`config.mk`:
```
export PLATFORM = sky130hd
export DESIGN_NAME = fifo_rd_streamer
export DESIGN_NICKNAME = d
export VERILOG_FILES = /design/src/rtl/fifo_pkg.sv /design/src/rtl/fifo_rd_skid.sv /design/src/rtl/fifo_rd_streamer.sv
export SDC_FILE = /design/constraint.sdc
export NUM_CORES = 1
export LEC_CHECK = 0
export ABC_AREA = 1
export CELL_PAD_IN_SITES_DETAIL_PLACEMENT = 1
export CELL_PAD_IN_SITES_GLOBAL_PLACEMENT = 2
export CORE_MARGIN = 2
export CORE_UTILIZATION = 33
export DETAILED_ROUTE_END_ITERATION = 7
export GPL_ROUTABILITY_DRIVEN = 0
export GPL_TIMING_DRIVEN = 0
export HOLD_SLACK_MARGIN = 0.08
export PLACE_DENSITY_LB_ADDON = 0.2
export SETUP_SLACK_MARGIN = 0.05
export SLEW_MARGIN = 15
export SYNTH_ARGS = -nofsm -noshare
export SYNTH_HDL_FRONTEND = slang
export SYNTH_SLANG_ARGS = --single-unit
```
`constraint.sdc`:
```
create_clock -name r_clk -period 2.93 [get_ports r_clk]
set_input_delay 0.7325 -clock r_clk [delete_from_list [all_inputs] [get_ports r_clk]]
set_output_delay 0.7325 -clock r_clk [all_outputs]
set_load 0.005 [all_outputs]
```
`src/rtl/fifo_pkg.sv`:
```
// Shared definitions for the read-side FIFO streamer and its elastic buffer.
package fifo_pkg;

  localparam int DATA_W_DEFAULT = 16;
  localparam int SKID_DEPTH     = 3;

  // Occupancy and pointer range of the elastic buffer (0..SKID_DEPTH).
  typedef logic [1:0] occ_t;

  // Advance a buffer pointer, wrapping from the last slot back to slot 0.
  function automatic occ_t ptr_inc(input occ_t p);
    return (p == occ_t'(SKID_DEPTH - 1)) ? occ_t'(0) : p + occ_t'(1);
  endfunction

endpackage

```
`src/rtl/fifo_rd_skid.sv`:
```
// Three-entry elastic buffer between the FIFO read port and the output stream.
// The head word is held in its own register so the output never sees push_data
// combinationally.
module fifo_rd_skid
  import fifo_pkg::*;
#(
  parameter int DATA_W = DATA_W_DEFAULT
) (
  input  logic              clk,
  input  logic              rstn,
  input  logic              push,
  input  logic [DATA_W-1:0] push_data,
  input  logic              pop,
  output occ_t              occ,
  output logic [DATA_W-1:0] head_data
);

  logic [DATA_W-1:0] mem_q [SKID_DEPTH];
  occ_t              head_q, head_d;
  occ_t              tail_q, tail_d;
  occ_t              occ_q, occ_d;
  logic [DATA_W-1:0] head_data_q, head_data_d;

  // Next pointers, occupancy and the word that will sit at the head next cycle.
  always_comb begin
    head_d      = head_q;
    tail_d      = tail_q;
    occ_d       = occ_q;
    head_data_d = head_data_q;

    if (push) tail_d = ptr_inc(tail_q);
    if (pop)  head_d = ptr_inc(head_q);

    case ({push, pop})
      2'b10:   occ_d = occ_q + occ_t'(1);
      2'b01:   occ_d = occ_q - occ_t'(1);
      default: occ_d = occ_q;
    endcase

    // Only refresh the head register when the next head slot holds a real
    // word; when the slot being written is the next head, bypass the array.
    if (occ_d != occ_t'(0)) begin
      if (push && (tail_q == head_d)) head_data_d = push_data;
      else                            head_data_d = mem_q[head_d];
    end
  end

  // Storage array: data only, no reset.
  always_ff @(posedge clk) begin
    if (push) mem_q[tail_q] <= push_data;
  end

  // Pointer, occupancy and head-register state.
  always_ff @(posedge clk) begin
    if (!rstn) begin
      head_q      <= '0;
      tail_q      <= '0;
      occ_q       <= '0;
      head_data_q <= '0;
    end else begin
      head_q      <= head_d;
      tail_q      <= tail_d;
      occ_q       <= occ_d;
      head_data_q <= head_data_d;
    end
  end

  assign occ       = occ_q;
  assign head_data = head_data_q;

  // The upstream credit rule must never let a word arrive into a full buffer.
  overflow_chk: assert property (@(posedge clk) disable iff (!rstn)
    !(push && !pop && (occ_q == occ_t'(SKID_DEPTH))));

endmodule

```
`src/rtl/fifo_rd_streamer.sv`:
```
// Read-domain consumer of the async FIFO: pops words with a credit scheme that
// covers the FIFO's one-cycle read latency and re-presents them as a
// valid/ready stream with a delivered-word counter.
module fifo_rd_streamer
  import fifo_pkg::*;
#(
  parameter int DATA_W = DATA_W_DEFAULT,
  parameter int CNT_W  = 16
) (
  input  logic              r_clk,
  input  logic              rstn,
  input  logic              en,
  output logic              r_en,
  input  logic [DATA_W-1:0] r_data,
  input  logic              empty_flag,
  output logic              m_valid,
  input  logic              m_ready,
  output logic [DATA_W-1:0] m_data,
  output logic [CNT_W-1:0]  words_out,
  output logic              busy
);

  occ_t             occ;
  logic [2:0]       credit_used;
  logic             xfer;
  logic             pend_vld_p1_q, pend_vld_p1_d;
  logic [CNT_W-1:0] words_out_q, words_out_d;

  // Stage 0: issue a pop only when a buffer slot is guaranteed for its data.
  // m_ready does not appear here, so there is no combinational ready path.
  always_comb begin
    credit_used   = {1'b0, occ} + {2'b00, pend_vld_p1_q};
    r_en          = rstn & en & ~empty_flag & (credit_used < 3'(SKID_DEPTH));
    xfer          = m_valid & m_ready;
    pend_vld_p1_d = r_en;
    words_out_d   = words_out_q + CNT_W'(xfer);
  end

  // Stage 1: pop in flight (r_data valid this cycle) and delivered-word count.
  always_ff @(posedge r_clk) begin
    if (!rstn) begin
      pend_vld_p1_q <= 1'b0;
      words_out_q   <= '0;
    end else begin
      pend_vld_p1_q <= pend_vld_p1_d;
      words_out_q   <= words_out_d;
    end
  end

  // Stage 2: captured words wait in the elastic buffer until accepted.
  fifo_rd_skid #(
    .DATA_W (DATA_W)
  ) u_skid (
    .clk       (r_clk),
    .rstn      (rstn),
    .push      (pend_vld_p1_q),
    .push_data (r_data),
    .pop       (xfer),
    .occ       (occ),
    .head_data (m_data)
  );

  assign m_valid   = (occ != occ_t'(0));
  assign busy      = m_valid | pend_vld_p1_q;
  assign words_out = words_out_q;

endmodule

```
# --- After elaboration in Yosys (flattened, before gate mapping) ---
# Memories as Yosys holds them, arrays and structs flattened. A register that Yosys moved wholly into a read port is not among the register bits.
# Cells that the tools add are included.
classes:
  add_sub_neg: 6
  order_cmp: 1
  eq_ne: 4
  muxes: 6
  n_bitwise: 6
  reduce_logical: 3
op_table:
  columns: ["cell", "count"]
  rows:
  - ["16-bit by 1-bit adder with 16-bit output", 1]
  - ["2-bit by 1-bit adder with 2-bit output, second input constant", 3]
  - ["2-bit == test, second input constant", 3]
  - ["2-bit two-way mux", 3]
  - ["1-bit AND", 4]
  - ["2-bit case mux with 2 select lines", 1]
  - ["2-bit nonzero test", 2]
  - ["2-bit by 1-bit adder with 3-bit output", 1]
  - ["3-bit by 2-bit < comparator with 1-bit output, second input constant", 1]
  - ["2-bit by 1-bit == test with 1-bit output, second input constant", 1]
  - ["1-bit two-way mux", 2]
  - ["2-bit by 1-bit subtractor with 2-bit output, second input constant", 1]
  - ["1-bit zero test", 1]
  - ["1-bit NOT", 1]
  - ["1-bit bitwise OR", 1]
totals:
  regBits: 23
  ramBits: 48
  in_bits: 21
  word_cells: 32
  memories: 1
memory_table:
  columns: ["memory", "depth", "word_bits", "rd", "rd_clocked_by_memory_dff", "wr", "line_no", "text"]
  rows:
  - ["u_skid.mem_q", 3, 16, 1, 1, 1, "fifo_rd_skid.sv:18", "logic [DATA_W-1:0] mem_q [SKID_DEPTH];"]

# --- Longest topological paths before layout ---
# Gate-level depths: netlist of the first run.
logic_depth:
  ltp_word: 5
  ltp_mapped: 14
  mapped_depth_nobuf: 13

# --- Hierarchy ---
# From an unflattened synthesis of the first run, not the netlist that was laid out.
hier_totals:
  cells_unflattened: 493
  area_unflattened_um2: 4125.2
modules_own_cells:
  columns: ["mod", "n_inst", "cells_per_inst", "area_each_um2"]
  rows:
  - ["fifo_rd_skid", 1, 360, 3221.8]
  - ["fifo_rd_streamer", 1, 133, 903.4]

# --- Least setup slack after synthesis of the first run ---
# OpenSTA, ideal clock, no wires.
synth_timing:
  path_type: "input to register"
  from: "input m_ready"
  to: "register words_out_q[12], in the netlist words_out[12]"
  arrival_ps: 2206
  required_ps: 2811
  slack_ps: 605
  path_stages: 11
  path_buffers: 0
  cell_sequence: "o21ai_2 -> inv_2 -> ha_1 -> ha_1 -> nand2_1 -> nor2_1 -> nand2_1 -> nor4_1 -> nand2_1 -> o21ai_0 -> a21oi_1"
synth_via:
  elab_chain_cells: 2
synth_lines:
  columns: ["item", "line_no", "text"]
  rows:
  - ["start, declared", "fifo_rd_streamer.sv:17", "input logic m_ready,"]
  - ["1-bit AND", "fifo_rd_streamer.sv:34", "xfer = m_valid & m_ready;"]
  - ["16-bit by 1-bit adder with 16-bit output", "fifo_rd_streamer.sv:36", "words_out_d = words_out_q + CNT_W'(xfer);"]
  - ["end signal, assigned", "fifo_rd_streamer.sv:46", "words_out_q <= words_out_d;"]
  - ["end, declared", "fifo_rd_streamer.sv:27", "logic [CNT_W-1:0] words_out_q, words_out_d;"]
# Every way passes these cells.
# A chain may end at the register's enable or synchronous reset.

# --- Worst setup path in the final report of the first run ---
layout_timing:
  from: "input rstn"
  to: "output r_en"
layout_via:
  elab_chain_cells: 3
layout_lines:
  columns: ["item", "line_no", "text"]
  rows:
  - ["start, declared", "fifo_rd_streamer.sv:11", "input logic rstn,"]
  - ["1-bit AND (3 in a row)", "fifo_rd_streamer.sv:33", "r_en = rstn & en & ~empty_flag & (credit_used < 3'(SKID_DEPTH));"]
  - ["end, declared", "fifo_rd_streamer.sv:13", "output logic r_en,"]
# Every way passes these cells.

==> out/qor.csv, run 1 <==
stage,metric,value,unit
synth,ys_async_sr_fraction,0,%
critical_path,crit_type,input port to primary output,
flow_run,drv_cap,0,
synth,synth_area_per_cell,8.78,sq um
critical_path,critPathTopFamily,buffers and inverters,
critical_path,r2r_start,u_skid.occ[0],
critical_path,crit_chain,clkdlybuf4s50_1 -> buf_4 -> nand2_1 -> a2111oi_1 -> dlygate4sd2_1,
routing,routed_wl,11000,um
routing,drtIter0Drc,108,
global_route,grt_overflow,0,
timing,fin_crit,2810,ps
critical_path,cp_data_arrival_time,2080,ps
place,dpl-instance-area,4690,sq um
timing,clock-skew-final,6.69,ps
final_layout,design_area,5090,sq um
floorplan,coreArea,11500,sq um
critical_path,ff2ff_path_depth,13,
clock_network,cts_tree,yes,
floorplan,die_y,113,um
final_layout,area_growth,30.6,%
global_route,grt_max_degree,15,
place,io_buffers,55,
timing,worst_hold_slack,496,ps
synth,ys_ff_latch,87,
synth,yosys_warnings,0,
timing,rsz0062_at_grt,false,
final_layout,fin_nets,542,
routing,drtPass1Iterations,4,
synth,synth_cell_types,31,
synth,ys_seq_area_share,57.0,%
clock_network,clock_latency,350,ps
timing,tightest_slew,893,ps
power_and_ir_drop,finalPower,4040,uW
critical_path,slowest_delay,520,ps
timing,fmaxAchievable,356,MHz
final_layout,antenna_cells,0,
power_and_ir_drop,vdd_drop_max,0.303,mV
critical_path,path_max_fanout,10,
synth,ys.flop_type,edfxtp_1,
clock_network,cts_hold_buf,0,
critical_path,reg2reg_to,u_skid.head_data[7],
clock_network,clkSinkCount,87,
critical_path,startpoint,rstn,
timing,timing.final.crit_share,96.0,%
timing,max-slew-margin-rel,40.1,%
floorplan,num_io_pins,56,
floorplan,rows,39,
status,status,"finished, final reports clean",
critical_path,start_kind,input port,
timing,setup_tns,0,ps
global_route,first_global_vias,3332,
clock_network,clockRootBuffer,clkbuf_16,
global_route,antenna_found_initial,0,
place,dp_hpwl,7520,um
synth,synth_edf_count,48,
floorplan,die_x,113,um
timing,final_max_slew_viol_count,0,
clock_network,path_clk_slew,60,ps
clock_network,cts.path.max_buffers,2,
critical_path,crit_slowest_cell,clkdlybuf4s50_1,
clock_network,htree_levels,3,
floorplan,dieArea,12700,sq um
critical_path,crit_buf_inv,3,
routing,drc_errors,0,
global_route,grt_pass1_wl,17600,um
critical_path,required,2200,ps
floorplan,initial_core_util,34.0,%
synth,syn_inst,444,
synth,syn_nets,470,
critical_path,path_depth,5,
min_path,whs_path_depth,2,
power_and_ir_drop,powerDensity,794,nW/um^2
synth,syn_area,3900,sq um
timing,hold_viol_final,0,
routing,dr_total_vias,3239,
critical_path,rrSetupSlack,650,ps
routing,postRouteAntennaNets,0,
timing,setup_violations,0,
min_path,min_path_type,flop to flop,
power_and_ir_drop,p_leak,0.00207,uW
final_layout,drive_above_1_share,12.7,%
global_route,track_usage,18.1,%
min_path,worstHoldStart,words_out[14],
critical_path,end_kind,primary output,
routing,vias_per_cell,4.88,
routing,avgRoutedWirePerCell,16.5,um
clock_network,cts_made_buffers,9,
critical_path,crit_path_end,r_en,
-- final cells by class --
type                    instances  area (sq um)
inverters                      48           180
fillers                      1329          6370
multi-input cells             296          1460
plain buffers                  13           100
repair buffers                 61           608
clock inverters                 5           105
clock buffers                  11           243
well taps                     143           179
flip-flops and latches         87          2220
-- registers in the layout, indices dropped and copies added (netlist names) --
register and flops:
u_skid.tail_q 2, u_skid.occ 2, u_skid.mem_q 48, pend_vld_p1_q 1, u_skid.head_data 16, u_skid.head_q 2
words_out 16
-- layer usage --
layer / GRT usage, % / part of all wire [%]
met1: 22.1 / 45
met2: 31.1 / 50
met3: 4.50 / 3.6
met4: 6.34 / 1.4
met5: 0 / 0
-- cells in the final DEF (no fill, tap or decap), drive strengths merged, types with 10 or more instances in the layout --
cell type and count:
nand2 107, a21oi 10, buf 17, o21ai 14, inv 47, dfxtp 39
clkdlybuf4s50 53, clkbuf 13, nor2 68, nand3 68, edfxtp 48
-- cells by family (layout without fill, tap and decap cells) --
kind of cell	Yosys count	count (layout)	synth area share, %
adders and majority gates	5	5	1.60
buffers and inverters	61	138	6.77
xor gates and xnor gates	4	4	0.898
AOI/OAI and AO/OA	26	26	3.63
and+or+nand+nor	261	261	30.1
DFF	87	87	57.0
-- worst register-to-register path: stages, from the launching register on --
cell     delay (ps)
dfxtp_1         380
o21ai_2         240
inv_2           120
ha_1            310
inv_1            70
nand2_1          50
nor2_1          100
xor2_1          170
inv_1            90
nand2_2         150
buf_4           230
nand3_1         150
nand2_1          90
inv_1            30
-- per-stage QoR --
stage	cells	util (%)	setup slack, ps
detailed placement	647	40.9	-600
floorplan	444	-	605
CTS	663	44.1	71.7
global route	664	44.4	61.2
finish	664	44.4	118
global placement	642	40.4	-600
-- synthesized netlist by cell type (3+ instances only) --
cell | instances | share of area [%]
a21oi_1 | 10 | 1.3
buf_2 | 4 | 0.51
buf_4 | 4 | 0.77
dfxtp_1 | 39 | 20
edfxtp_1 | 48 | 37
ha_1 | 5 | 1.6
inv_1 | 45 | 4.3
nand2_1 | 98 | 9.4
nand2_2 | 7 | 1.1
nand3_1 | 66 | 8.5
nor2_1 | 65 | 6.3
nor3_1 | 6 | 0.77
o21ai_0 | 13 | 1.7
or2_2 | 8 | 1.3
xor2_1 | 3 | 0.67
-- worst min-delay path by stage --
stage	to
finish	words_out[14]
global route	words_out[14]
CTS	words_out[14]
detailed placement	words_out[14]
global placement	words_out[12]
floorplan	words_out[12]
-- report_power, final --
group	leakage, uW	internal (uW)	total (uW)	switching, uW
sequential	0.000753	1410	1480	68.4
clock	0.000162	857	1340	483
combinational	0.00116	525	1220	698
-- timing repair --
| item | 4_1_cts | 5_1_grt |
|---|---|---|
| pin swaps | 0 | 1 |
| resized for setup | 8 | 8 |
| endpoints found under the setup margin | 17 | 20 |
| setup buffers | 0 | 1 |
Note: power is estimated with default switching activity, not from simulation.
==> inputs of run 2 (changes only) <==
Settings changed: CELL_PAD_IN_SITES_DETAIL_PLACEMENT 1 to 0, CELL_PAD_IN_SITES_GLOBAL_PLACEMENT 2 to 1, CORE_UTILIZATION 33 to 35, SKIP_LAST_GASP from default to 1.
==> out/qor.csv, run 2 (synthesis results as in run 1) <==
stage,metric,value,unit,change
final_layout,layout_common_cells,"nand2_1, nand3_1, nor2_1, clkdlybuf4s50_1, edfxtp_1",,
power_and_ir_drop,p_switching,1150,uW,-7.7%
final_layout,fin_nets,542,,unchanged
power_and_ir_drop,clockPowerShare,23.5,%,-9.6 points
timing,worst_hold_slack,485,ps,-11.2 ps
floorplan,die_x,110,um,-2.8%
status,status,"finished, final reports clean",,
power_and_ir_drop,powerDensity,706,nW/um^2,-11%
floorplan,rows,38,,-2.6%
clock_network,htree_levels,3,,unchanged
global_route,grt_pass1_wl,15400,um,-13%
routing,drtIter0Drc,207,,+92%
timing,hold_viol_final,0,,unchanged
routing,avgRoutedWirePerCell,14.5,um,-12%
clock_network,clockRootBuffer,clkbuf_8,,
power_and_ir_drop,p_int,2330,uW,-17%
critical_path,path_max_fanout,10,,unchanged
place,dp_hpwl,6710,um,-11%
final_layout,largest_register_ffs,48,,unchanged
routing,drtPass1Iterations,6,,+2
final_layout,drive_above_1_share,12.7,%,unchanged
floorplan,num_io_pins,56,,unchanged
critical_path,required,2200,ps,about the same
critical_path,end_kind,primary output,,
timing,setup_violations,0,,unchanged
routing,postRouteAntennaNets,0,,unchanged
timing,rsz0062_at_grt,false,,
power_and_ir_drop,p_seq_share,42.6,%,+6.0 points
power_and_ir_drop,p_leak,0.00201,uW,-2.8%
global_route,grt_max_degree,15,,unchanged
routing,routed_wl,9580,um,-13%
clock_network,clock_latency,360,ps,about the same
timing,clock-skew-final,11.2,ps,+4.56 ps
power_and_ir_drop,combPwrFrac,33.9,%,+3.7 points
final_layout,largest_register,u_skid.mem_q,,
timing,max-slew-margin-rel,56.6,%,+16 points
timing,final_max_slew_viol_count,0,,unchanged
power_and_ir_drop,vdd_drop_max,0.389,mV,+28%
global_route,first_global_vias,3011,,-9.6%
critical_path,crit_type,input port to primary output,,
critical_path,r2r_start,u_skid.occ[0],,
critical_path,start_kind,input port,,
min_path,worstHoldStart,words_out[12],,
clock_network,cts_hold_buf,0,,unchanged
clock_network,cts.path.max_buffers,2,,unchanged
clock_network,cts_made_buffers,9,,unchanged
floorplan,initial_core_util,36.0,%,+2.0 points
clock_network,cts_tree,yes,,
routing,vias_per_cell,4.72,,-3.3%
floorplan,die_y,110,um,-2.8%
final_layout,final_common_cell,nand2_1,,
critical_path,cp_data_arrival_time,2040,ps,-40 ps
timing,fin_crit,2770,ps,-41.5 ps
routing,drc_errors,0,,unchanged
timing,timing.final.crit_share,94.6,%,-1.4 points
final_layout,area_growth,26.6,%,
critical_path,ff2ff_path_depth,13,,unchanged
critical_path,reg2reg_to,u_skid.head_data[0],,
floorplan,coreArea,10800,sq um,-5.5%
floorplan,dieArea,12000,sq um,-5.5%
clock_network,path_clk_slew,90,ps,+30 ps
flow_run,drv_cap,0,,unchanged
final_layout,final_util,45.5,%,+1.1 points
place,io_buffers,55,,unchanged
min_path,whs_path_depth,2,,unchanged
critical_path,rrSetupSlack,630,ps,-20 ps
min_path,min_path_type,flop to flop,,
timing,fmaxAchievable,361,MHz,+1.5%
global_route,grt_overflow,0,,unchanged
global_route,track_usage,17.2,%,-0.91 points
power_and_ir_drop,switching_share,33.1,%,+2.2 points
min_path,holdPathEnd,words_out[12],,
routing,dr_total_vias,3119,,-3.7%
clock_network,clkSinkCount,87,,unchanged
global_route,antenna_found_initial,0,,unchanged
timing,tightest_slew,648,ps,-246 ps
final_layout,antenna_cells,0,,unchanged
## run 2: cell types whose count changed in the layout (fill, tap and decap cells not counted)
cell,before,now
clkbuf_4,1,2
nor2_1,63,62
clkinv_2,0,3
clkbuf_16,9,1
nand2_1,96,97
bufinv_16,3,0
nor2_2,4,5
clkinvlp_4,2,0
nand2_2,9,8
buf_4,9,8
clkbuf_8,1,11
## run 2: worst max-delay path by stage
| stage | from | to | cells past startpoint |
|---|---|---|---|
| global route | rstn | r_en | 5 |
| global placement | rstn | r_en | 5 |
| finish | rstn | r_en | 5 |
| floorplan | m_ready | words_out[12] | 11 |
| detailed placement | rstn | r_en | 5 |
| CTS | rstn | r_en | 5 |
## run 2: cell type report
| cell class | instances | area [sq um] |
|---|---|---|
| repair buffers | 61 | 608 |
| fillers | 1085 | 5900 |
| flip-flops and latches | 87 | 2220 |
| clock buffers | 13 | 180 |
| multi-input cells | 296 | 1460 |
| well taps | 140 | 175 |
| inverters | 48 | 180 |
| plain buffers | 13 | 100 |
| clock inverters | 3 | 15.0 |
## run 2: metrics by stage
step | setup WS [ps] | TNS, ps | instance area (sq um) | cells | power, uW
final | 159 | 0 | 4940 | 661 | 3490
after CTS | 120 | 0 | 4900 | 660 | 3510
after floorplan | 605 | 0 | 3900 | 444 | 2180
after global routing | 78.9 | 0 | 4940 | 661 | 3730
after global placement | -491 | -14120 | 4630 | 639 | 2670
after detailed placement | -551 | -6710 | 4690 | 644 | 2680
## run 2: metal layers
metal  global-route usage (%)  vias to the layer above  wire length [um]
met5                        0                        -                 0
li1                         -                     1593                 -
met2                     27.2                       76              4390
met4                     4.88                        0               107
met1                     23.5                     1442              4630
met3                     4.03                        8               450
## run 2: power groups by stage
| stage | Combinational (uW) | Clock [uW] | Sequential (uW) |
|---|---|---|---|
| 3_3_place_gp | 1150 | 0 | 1510 |
| 3_5_place_dp | 1170 | 0 | 1510 |
| 2_1_floorplan | 669 | 0 | 1510 |
| 4_1_cts | 1180 | 844 | 1490 |
| 6_report | 1180 | 820 | 1480 |
| 5_1_grt | 1330 | 899 | 1500 |
## run 2: worst max-delay path, stage by stage
cell	delay, ps
clkdlybuf4s50_1	510
buf_6	160
nand2_1	80
a2111oi_1	270
dlygate4sd2_1	280
## run 2: timing repair
action | in CTS | in global routing
buffers inserted | 0 | 1
endpoints found under the hold margin | 0 | 0
pin swaps | 0 | 1
endpoints found under the setup margin | 10 | 23
resized for setup | 6 | 11
